--- config.mk ---
export PLATFORM = sky130hd
export DESIGN_NAME = nd_stream_arbiter
export DESIGN_NICKNAME = d
export VERILOG_FILES = /design/src/rtl/nd_stream_arbiter_pkg.sv /design/src/rtl/nd_fifo.sv /design/src/rtl/nd_stream_arbiter.sv
export SDC_FILE = /design/constraint.sdc
export NUM_CORES = 1
export LEC_CHECK = 0
export ABC_AREA = 1
export CELL_PAD_IN_SITES_DETAIL_PLACEMENT = 1
export CELL_PAD_IN_SITES_GLOBAL_PLACEMENT = 1
export CORE_MARGIN = 4
export CORE_UTILIZATION = 45
export CTS_CLUSTER_SIZE = 12
export DETAILED_ROUTE_END_ITERATION = 7
export DONT_BUFFER_PORTS = 1
export PLACE_DENSITY_LB_ADDON = 0.05
export SETUP_SLACK_MARGIN = 0.05
export SYNTH_ARGS = -nofsm -noshare
export SYNTH_HDL_FRONTEND = slang
export SYNTH_SLANG_ARGS = --single-unit
export TNS_END_PERCENT = 5
--- constraint.sdc ---
create_clock -name clk -period 10.8 [get_ports clk]
set_input_delay 1.08 -clock clk [delete_from_list [all_inputs] [get_ports clk]]
set_output_delay 1.08 -clock clk [all_outputs]
set_load 0.01 [all_outputs]
--- src/rtl/nd_stream_arbiter_pkg.sv ---
// Shared definitions for the nd-stream arbiter: source-index width, reset
// value of the round-robin pointer and the pop-select helper.
package nd_stream_arbiter_pkg;

  localparam int SRC_W = 1;
  // Reset to 1 so that source 0 wins the first tie.
  localparam logic [SRC_W-1:0] LAST_RST = 1'b1;

  typedef enum logic [1:0] {
    SEL_NONE = 2'd0,
    SEL_0    = 2'd1,
    SEL_1    = 2'd2
  } sel_e;

  // Round-robin choice from registered FIFO occupancy and the previous winner.
  function automatic sel_e pick_source(input logic has0, input logic has1,
                                       input logic [SRC_W-1:0] last);
    sel_e sel;
    sel = SEL_NONE;
    if (has0 && has1) begin
      sel = (last == 1'b1) ? SEL_0 : SEL_1;
    end else if (has0) begin
      sel = SEL_0;
    end else if (has1) begin
      sel = SEL_1;
    end
    return sel;
  endfunction

endpackage

--- src/rtl/nd_fifo.sv ---
// Small synchronous FIFO for nd streams: head entry readable combinationally,
// a write into a full FIFO is accepted when the same cycle also pops it.
module nd_fifo #(
  parameter int WIDTH = 33,
  parameter int DEPTH = 8
) (
  input  logic             clk,
  input  logic             rst,
  input  logic             wr_en,
  input  logic [WIDTH-1:0] wr_data,
  input  logic             rd_en,
  output logic [WIDTH-1:0] rd_data,
  output logic             empty,
  output logic             full
);

  localparam int AW = $clog2(DEPTH);

  logic [WIDTH-1:0] mem [DEPTH];
  logic [AW-1:0]    wptr;
  logic [AW-1:0]    rptr;
  logic [AW:0]      count;
  logic             do_rd;
  logic             do_wr;

  assign empty   = (count == '0);
  assign full    = (count == (AW+1)'(DEPTH));
  assign do_rd   = rd_en && !empty;
  assign do_wr   = wr_en && (!full || do_rd);
  assign rd_data = mem[rptr];

  // When full, wptr == rptr: the head is read this cycle before the slot is
  // overwritten by the non-blocking write, so push+pop at full is safe.
  always_ff @(posedge clk) begin
    if (!rst && do_wr) begin
      mem[wptr] <= wr_data;
    end
  end

  always_ff @(posedge clk) begin
    if (rst) begin
      wptr  <= '0;
      rptr  <= '0;
      count <= '0;
    end else begin
      if (do_wr) wptr <= wptr + AW'(1);
      if (do_rd) rptr <= rptr + AW'(1);
      case ({do_wr, do_rd})
        2'b10:   count <= count + (AW+1)'(1);
        2'b01:   count <= count - (AW+1)'(1);
        default: count <= count;
      endcase
    end
  end

endmodule

--- src/rtl/nd_stream_arbiter.sv ---
// Two-source round-robin arbiter merging nd streams into one tagged nd stream;
// each source is buffered in its own FIFO and overflow sets a sticky error.
//
// nd semantics: a word is transferred in every cycle its nd strobe is high;
// there is no ready/backpressure in either direction, so the consumer must
// accept every out_nd word and a producer word that finds its FIFO full
// (and not popped that cycle) is dropped.
module nd_stream_arbiter
  import nd_stream_arbiter_pkg::*;
#(
  parameter int WIDTH  = 32,
  parameter int MWIDTH = 1,
  parameter int DEPTH  = 8
) (
  input  logic              clk,
  input  logic              rst,
  input  logic [WIDTH-1:0]  in0_data,
  input  logic              in0_nd,
  input  logic [MWIDTH-1:0] in0_m,
  input  logic [WIDTH-1:0]  in1_data,
  input  logic              in1_nd,
  input  logic [MWIDTH-1:0] in1_m,
  output logic [WIDTH-1:0]  out_data,
  output logic              out_nd,
  output logic [MWIDTH-1:0] out_m,
  output logic              out_src,
  output logic              error
);

  localparam int FW = WIDTH + MWIDTH;

  logic [FW-1:0]    head0;
  logic [FW-1:0]    head1;
  logic             empty0;
  logic             empty1;
  logic             full0;
  logic             full1;
  logic             pop0;
  logic             pop1;
  logic             drop0;
  logic             drop1;
  logic [SRC_W-1:0] last;
  sel_e             sel;

  nd_fifo #(.WIDTH(FW), .DEPTH(DEPTH)) u_fifo0 (
    .clk     (clk),
    .rst     (rst),
    .wr_en   (in0_nd),
    .wr_data ({in0_m, in0_data}),
    .rd_en   (pop0),
    .rd_data (head0),
    .empty   (empty0),
    .full    (full0)
  );

  nd_fifo #(.WIDTH(FW), .DEPTH(DEPTH)) u_fifo1 (
    .clk     (clk),
    .rst     (rst),
    .wr_en   (in1_nd),
    .wr_data ({in1_m, in1_data}),
    .rd_en   (pop1),
    .rd_data (head1),
    .empty   (empty1),
    .full    (full1)
  );

  always_comb begin
    sel  = pick_source(!empty0, !empty1, last);
    pop0 = (sel == SEL_0);
    pop1 = (sel == SEL_1);
  end

  // Mirrors the FIFO acceptance rule: full and not popped means dropped.
  assign drop0 = in0_nd && full0 && !pop0;
  assign drop1 = in1_nd && full1 && !pop1;

  always_ff @(posedge clk) begin
    if (rst) begin
      last     <= LAST_RST;
      out_data <= '0;
      out_m    <= '0;
      out_src  <= 1'b0;
      out_nd   <= 1'b0;
      error    <= 1'b0;
    end else begin
      out_nd <= pop0 || pop1;
      if (pop0) begin
        out_data <= head0[WIDTH-1:0];
        out_m    <= head0[FW-1:WIDTH];
        out_src  <= 1'b0;
        last     <= 1'b0;
      end else if (pop1) begin
        out_data <= head1[WIDTH-1:0];
        out_m    <= head1[FW-1:WIDTH];
        out_src  <= 1'b1;
        last     <= 1'b1;
      end
      if (drop0 || drop1) error <= 1'b1;
    end
  end

endmodule

* Word-level counts from Yosys, hierarchy flattened
Memories as Yosys holds them, arrays and structs flattened. A register that Yosys moved wholly into a read port is not among the register bits.
Index checks and enable logic that the tools add are counted.
** Operators by class
- Add/sub/neg operators :: 8
- $mul :: 0
- Divide/modulo/power cells :: 0
- Magnitude comparators :: 0
- Eq/ne operators :: 8
- Shift-type cells :: 0
- Multiplexer cells :: 20
- Bitwise operators :: 0
- Reductions and logical operators :: 28
** Operator list (number)
- $mux W32 :: 2
- $pmux W4 S2 :: 2
- $add A3 B1 Y3 const B :: 4
- $mux W3 :: 4
- $logic_and A1 B1 Y1 :: 11
- $add A4 B1 Y4 const B :: 2
- $eq A4 B4 Y1 const B :: 2
- $logic_not A4 Y1 :: 2
- $mux W1 :: 8
- $mux W2 :: 4
- $sub A4 B1 Y4 const B :: 2
- $logic_not A1 Y1 :: 7
- $eq A2 B1 Y1 const B :: 3
- $eq A2 B2 Y1 const B :: 3
- $reduce_bool A2 Y1 :: 3
- $logic_or A1 B1 Y1 :: 4
- $reduce_or A2 Y1 :: 1
** Storage, ports and cells
- Register bits after elaboration :: 57
- Latch bits :: 0
- Bits in writable memories :: 528
- Bits in read-only memories :: 0
- Input bits :: 70
- Output and inout port bits :: 36
- Logic and storage cells :: 78
- Memories :: 2
** Memories
- u_fifo0.mem :: words 8, bits a word 33, read ports 1, clocked after memory_dff 1, write ports 1, line nd_fifo.sv:19 : logic [WIDTH-1:0] mem [DEPTH];
- u_fifo1.mem :: words 8, bits a word 33, read ports 1, clocked after memory_dff 1, write ports 1, line nd_fifo.sv:19

* Depth between registers and ports, before layout
Gate-level depths: netlist of the first run.
- Depth after elaboration :: 11
- Mapped depth :: 22
- Gate-level depth less buffers :: 21

* Hierarchy
From an unflattened synthesis of the first run, not the netlist that was laid out.
** Second synthesis, totals
- Cells, all modules :: 1746
- Area, all modules :: 23480.0 um2
** Modules (own cells, without submodules)
- nd_fifo :: instances 2, cells each 767, area each 10954.3 um2, sequential area each 8187.9 um2
- nd_stream_arbiter :: instances 1, cells each 212, area each 1571.5 um2, sequential area each 740.7 um2

* Least setup slack after synthesis of the first run
Ideal clock, no wire load.
- Path kind :: flip-flop to flip-flop
- Start :: register u_fifo0.count[0]
- End :: memory u_fifo0.mem[4][0], enable pin
- Setup time :: 0.465 ns
- Arrival time :: 4.030 ns
- Required time :: 10.335 ns
- Slack :: 6.306 ns
- Cell stages (with the launch flop) :: 15
- Buffers on the path :: 1
- Clock period less this slack :: 4.494 ns
- Cells stage by stage :: dfxtp_1 inv_1 nand4_1 inv_1 o21ai_0 nand2_1 inv_1 ha_1 buf_2 inv_2 nand2_1 nand2_1 inv_1 nand2_1 nor3_1
** On the way
- Cells in the longest elaborated chain, start to end :: 11
- Elaborated cells between the ends (all ways) :: 14
- Those cells by class :: eq/ne: 2; mux: 4; reduce/logical: 8
** RTL lines
- start, declared :: line nd_fifo.sv:22 : logic [AW:0] count;
- start signal, assigned :: line nd_fifo.sv:49 : 2'b10: count <= count + (AW+1)'(1);
- start signal, assigned :: line nd_fifo.sv:50 : 2'b01: count <= count - (AW+1)'(1);
- start signal, assigned :: line nd_fifo.sv:51 : default: count <= count;
- $logic_not A4 Y1 :: line nd_fifo.sv:26 : assign empty = (count == '0);
- $logic_not A1 Y1 :: line nd_fifo.sv:28, nd_stream_arbiter.sv:68
- $logic_and A1 B1 Y1 :: line nd_stream_arbiter_pkg.sv:20 : if (has0 && has1) begin
- $mux W2 :: line nd_stream_arbiter_pkg.sv:20
- $eq A2 B1 Y1 :: line nd_stream_arbiter.sv:69 : pop0 = (sel == SEL_0);
- $logic_and A1 B1 Y1 :: line nd_fifo.sv:28 : assign do_rd = rd_en && !empty;
- $logic_or A1 B1 Y1 * :: line nd_fifo.sv:29 : assign do_wr = wr_en && (!full || do_rd);
- $logic_and A1 B1 Y1 * :: line nd_fifo.sv:29
- $logic_and A1 B1 Y1 * :: line nd_fifo.sv:35 : if (!rst && do_wr) begin
- $mux W1 * :: line nd_fifo.sv:35
- $mux W1 (not written as such) * :: line nd_fifo.sv:36 : mem[wptr] <= wr_data;
- end, declared :: line nd_fifo.sv:19
Mark *: on every way between the ends. The rest lies on a longest branch, timed or not.

* Final worst setup path of the first run
- Start :: register u_fifo0.count[0]
- End :: memory u_fifo0.mem[6][7], enable pin
Same word-level chain as after synthesis.

==> results of run 1 <==
layout make-up:
| type | count | area [um2] |
|---|---|---|
| timing repair buffer | 29 | 218 |
| multi-input combinational | 1327 | 5840 |
| sequential | 591 | 17100 |
| clock buffer | 99 | 1930 |
| clock inverter | 19 | 146 |
| antenna | 1 | 2.50 |
| inverter | 272 | 1030 |
| tap | 696 | 871 |
| fill | 5742 | 26800 |
routing by layer:
metal,GRT usage,part of all wire,vias up
met5,0,0,-
met4,0.0572,0.023,0
met3,0.0478,0.049,99
met2,0.382,0.50,244
met1,0.280,0.43,7928
li1,-,-,7618
sequential cells by signal, indices dropped and copies added (netlist names), 3 cells and up, named ones only:
signal         count
u_fifo0.mem      264
u_fifo1.mem      264
out_data          32
u_fifo0.count      4
u_fifo1.count      4
u_fifo0.rptr       3
u_fifo0.wptr       3
u_fifo1.rptr       3
u_fifo1.wptr       3
power by group through the flow:
stage | Combinational, mW | Sequential [mW] | Clock [mW]
2_1_floorplan | 1.31 | 2.73 | 0
3_3_place_gp | 1.64 | 2.81 | 0
3_5_place_dp | 1.71 | 2.81 | 0
4_1_cts | 1.71 | 2.76 | 2.22
5_1_grt | 1.95 | 2.77 | 2.31
6_report | 1.68 | 2.76 | 2.16
stage by stage:
step	cell area, um2	hold WS, ns	power [mW]	utilization
finish	27200	0.465	6.60	0.504
global route	27200	0.506	7.03	0.504
CTS	27200	0.471	6.70	0.504
detailed placement	25100	0.461	4.52	0.465
global placement	25100	0.448	4.45	0.465
floorplan	24500	0.433	4.04	-
worst max-delay path, stage by stage, from the launching register on:
cell and delay [ns]:
dfxtp_1 0.39, inv_1 0.10, nand4_1 0.18, inv_1 0.05, o21ai_0 0.33, nand2_1 0.13
inv_1 0.08, ha_2 0.80, inv_2 0.51, nand2_1 0.17, nand2_1 0.20, inv_1 0.15
nand2_1 0.15, nor3_2 0.72, buf_4 0.52
cells by family after synthesis:
| kind of cell | synth area share |
|---|---|
| buffers and inverters | 0.0681 |
| adder cells (fa/ha/maj) | 0.00612 |
| AO/OA/AOI/OAI | 0.00837 |
| AND/OR/NAND/NOR | 0.217 |
| flip-flops | 0.698 |
| XOR/XNOR | 0.00214 |
placed cells by master, fill, tap and decap left out, types with 11 or more instances in the layout:
| cell | instances |
|---|---|
| a21oi_1 | 22 |
| buf_4 | 29 |
| clkbuf_1 | 23 |
| clkbuf_16 | 71 |
| dfxtp_1 | 59 |
| edfxtp_1 | 528 |
| ha_1 | 11 |
| inv_1 | 265 |
| nand2_1 | 725 |
| nand3_1 | 443 |
| nor2_1 | 79 |
| o21ai_0 | 19 |
final timing paths:
| check | depth (start not counted) | slack [ns] | start | end |
|---|---|---|---|---|
| worst max-delay path | 14 | 5.87 | u_fifo0.count[0]$_SDFFE_PP0P_ | u_fifo0.mem[6][7]$_DFFE_PP_ |
| worst min-delay path | 2 | 0.47 | u_fifo1.rptr[2]$_SDFFE_PP0P_ | u_fifo1.rptr[2]$_SDFFE_PP0P_ |
| worst max register to register | 14 | 5.87 | u_fifo0.count[0]$_SDFFE_PP0P_ | u_fifo0.mem[6][7]$_DFFE_PP_ |
| worst min register to register | 2 | 0.47 | u_fifo1.rptr[2]$_SDFFE_PP0P_ | u_fifo1.rptr[2]$_SDFFE_PP0P_ |
==> results.yml, run 1 <==
global_routing:
  grt_usage: 0.219
  grt_overflow: 0
  antenna_found_initial: 1
  grt_pass1_wl_um: 97200
  grt_start_max_net_pins: 95
  grt_pass1_vias: 16533
pwr:
  p_int_mw: 4.38
  switching_power_mw: 2.22
  leakage_nw: 10.9
  p_comb_frac: 0.254
  switching_share: 0.336
  clockPowerShare: 0.328
  power.density_nw_per_um2: 243
  ir_drop_uv: 227
  seq_power_share: 0.418
clocking:
  clk_pin_slew_worst_paths_ns: 0.06
  holdBufCountCts: 0
  clockBufferDepth: 3
  clk_latency_ns: 0.59
  clock_sinks: 591
  cts_tree: "done"
  cts-root-buf: "clkbuf_16"
  cts_max_level: 3
  post_cts_buffers: 0
  ctsResizeCount: 0
  numCtsBuffers: 67
sta:
  report.final.hold_viol_count: 0
  worst_slew_pin_slew_ns: 1.17
  max_freq_mhz: 203
  worst_slack_ns: 5.87
  post-route-period-util: 0.457
  tns_ns: 0
  maxSlewViolCount: 0
  maxSlewHeadroom: 0.221
  grt_setup_unrepaired: "false"
  fin_crit_ns: 4.93
  skew_ns: 0.0128
  final-setup-viol-count: 0
placed_design:
  globalplace.congestion: 0.760
  io_buffers: 0
  dp_slack_ns: 5.81
  dpl.hpwl_um: 36800
  place_inst: 2915
die:
  ios: 106
  die_x_um: 241
  die_y_um: 241
  die-area_um2: 58300
  fp-row-count: 85
  core_area_um2: 53900
  initial_utilization: 0.455
yosys:
  synth_cells: 2311
  syn_nets: 2393
  synth.ff_latch_count: 591
  synth_top_area_share: 0.646
  synth_area_leaders: "edfxtp_1, nand2_1, nand3_1"
  synth.most_common_cell: "nand2_1"
  synth-edff-count: 528
  postSynth.asyncResetShare: 0
  ys_seq_area_frac: 0.698
  yosys.area.top_type: "edfxtp_1"
  yosysUniqueCellTypes: 21
  yosys_warnings: 0
  syn_avg_cell_area_um2: 10.6
  synthTopCellsByCount: "nand2_1, edfxtp_1, nand3_1"
  synth_ff_type: "edfxtp_1"
  netlist_area_um2: 24500
critical_path:
  required_ns: 11.03
  worstPathArrival_ns: 5.17
  timing_worst_setup_path_type: "reg2reg"
  cp-start-kind: "flop"
  worst-path-max-fanout: 37
  end_kind: "flop"
final_layout:
  drive_gt1_frac: 0.0620
  area_delta_synth_final_pct: 10.8
  finalNonFillerCells: 3034
  nets: 2370
detailed_routing:
  routed_wl_um: 62800
  via_count: 15889
  firstDrtPassIters: 5
  drc: 0
  postRouteAntennaNets: 0
  drt_iter0_drc: 1003
  wl_per_cell_um: 20.7
  viasPerCell: 5.24
run_status:
  status: "finished, final reports clean"
run:
  maxCapViolCount: 0
worst_hold_path:
  hp-class: "reg2reg"
No activity file was read; power rests on OpenSTA's default activity.
==> inputs of run 2 (changes only) <==
- clock period: 10.8 -> 5 ns (I/O delays scaled with it)
==> results.yml, run 2 (synthesis results as in run 1) <==
detailed_routing:
  via_count: 16319
  viasPerCell: 5.25
  firstDrtPassIters: 5
  drt_iter0_drc: 933
  routed_wl_um: 64500
  wl_per_cell_um: 20.8
  postRouteAntennaNets: 0
  drc: 0
final_layout:
  multiInputGateArea_um2: 5840
  final_cell_mix: "nand2_1, edfxtp_1, nand3_1, inv_1, nor2_1"
  n_fill_cell: 5774
  seq_area_um2: 17100
  finalNonFillerCells: 3107
  finish.instance_area_um2: 28000
  top_regs: "u_fifo0.mem x264, u_fifo1.mem x264, out_data x32"
  drive_gt1_frac: 0.0602
  nets: 2443
  area_delta_synth_final_pct: 14.0
  final_common_cell: "nand2_1"
run:
  maxCapViolCount: 0
sta:
  final-setup-viol-count: 0
  report.final.hold_viol_count: 0
  max_freq_mhz: 263
  worst_slack_ns: 1.19
  maxSlewViolCount: 0
  tns_ns: 0
  post-route-period-util: 0.762
  fin_crit_ns: 3.81
  skew_ns: 0.0128
  maxSlewHeadroom: 0.258
  worst_slew_pin_slew_ns: 1.11
  grt_setup_unrepaired: "false"
clocking:
  cts-root-buf: "clkbuf_16"
  clk_latency_ns: 0.58
  numCtsBuffers: 68
  clockBufferDepth: 3
  cts_tree: "done"
  post_cts_buffers: 0
  cts_max_level: 3
  clk_pin_slew_worst_paths_ns: 0.06
  clock_sinks: 591
global_routing:
  grt_usage: 0.223
  grt_pass1_wl_um: 99900
  grt_start_max_net_pins: 87
  grt_pass1_vias: 17149
  antenna_found_initial: 2
  grt_overflow: 0
die:
  fp-row-count: 85
  ios: 106
  initial_utilization: 0.455
  core_area_um2: 53900
  die_y_um: 241
  die_x_um: 241
  die-area_um2: 58300
critical_path:
  worst-path-max-fanout: 35
  r2r_slack_ns: 1.19
  timing_worst_setup_path_type: "reg2reg"
  crit_slowest_cell: "nor2_4"
  path_cells: "inv_1, nand3_1, nor2_1, inv_1, o21ai_0, nand2_1, inv_1, ha_2, inv_2, nand2_1, nand2_1, inv_1, nand3_1, nor2_4"
  required_ns: 5.19
  worstPathArrival_ns: 4.00
  cp-start-kind: "flop"
  end_kind: "flop"
  cpPeakStageDelay_ns: 0.97
  cpMostUsedCell: "inv_1"
run_status:
  status: "finished, final reports clean"
pwr:
  ir_drop_uv: 415
  clockPowerShare: 0.330
  seq_power_share: 0.411
  switching_share: 0.336
  p_comb_frac: 0.259
  power.density_nw_per_um2: 519
  switching_power_mw: 4.88
  p_int_mw: 9.64
  leakage_nw: 11.2
placed_design:
  globalplace.congestion: 0.789
  io_buffers: 0
  place_inst: 2920
  dpl_cell_area_um2: 25100
  dpl.hpwl_um: 38000
  dp_slack_ns: 1.13
worst_hold_path:
  hp-class: "in2reg"
==> run 2: routing by layer <==
metal,track usage,routed length [um]
met5,0,13
met4,0.0544,1130
met3,0.0389,2830
met2,0.383,31900
met1,0.300,28600
==> run 2: worst max-delay path: cells and delay by family (launching register included) <==
family	cells	cell delay, ns
buffers and inverters	5	0.62
and+or+nand+nor	7	2.12
AOI/OAI and AO/OA	1	0.15
adders and majority gates	1	0.18
DFF	1	0.34
==> run 2: metrics by stage <==
step            util  hold slack, ns  power (mW)
2_1_floorplan      -           0.433        8.72
3_3_place_gp   0.466           0.448        9.63
3_5_place_dp   0.466           0.457        9.78
4_1_cts        0.518          0.0341        14.7
5_1_grt        0.518          0.0499        15.4
6_report       0.519          0.0745        14.5
==> run 2: area by class of cell <==
cell class	count	share of cell area
Multi-Input combinational cell	1327	0.209
Sequential cell	591	0.613
Tap cell	696	0.0311
Clock buffer	98	0.0701
Clock inverter	21	0.00671
Timing Repair Buffer	101	0.0336
Antenna cell	1	0.0000895
Inverter	272	0.0367
==> run 2: power groups by stage <==
stage          combinational (mW)  clock [mW]  sequential (mW)
2_1_floorplan                2.82           0             5.89
3_3_place_gp                 3.57           0             6.06
3_5_place_dp                 3.70           0             6.07
4_1_cts                      3.83        4.92             5.97
5_1_grt                      4.32        5.14             5.99
6_report                     3.76        4.79             5.96
==> run 2: repair_timing <==
action / CTS / global route
resized for setup: 0 / 0
hold endpoints to repair: 535 / 0
hold buffers: 67 / 0
==> run 2: final timing paths <==
kind	depth (start not counted)	startpoint	end
hold / removal	3	rst	out_data[8]$_SDFFE_PP0P_
setup reg to reg	14	u_fifo1.count[1]$_SDFFE_PP0P_	u_fifo0.mem[5][17]$_DFFE_PP_
hold reg to reg	2	u_fifo1.rptr[2]$_SDFFE_PP0P_	u_fifo1.rptr[2]$_SDFFE_PP0P_
setup / recovery	14	u_fifo1.count[1]$_SDFFE_PP0P_	u_fifo0.mem[5][17]$_DFFE_PP_
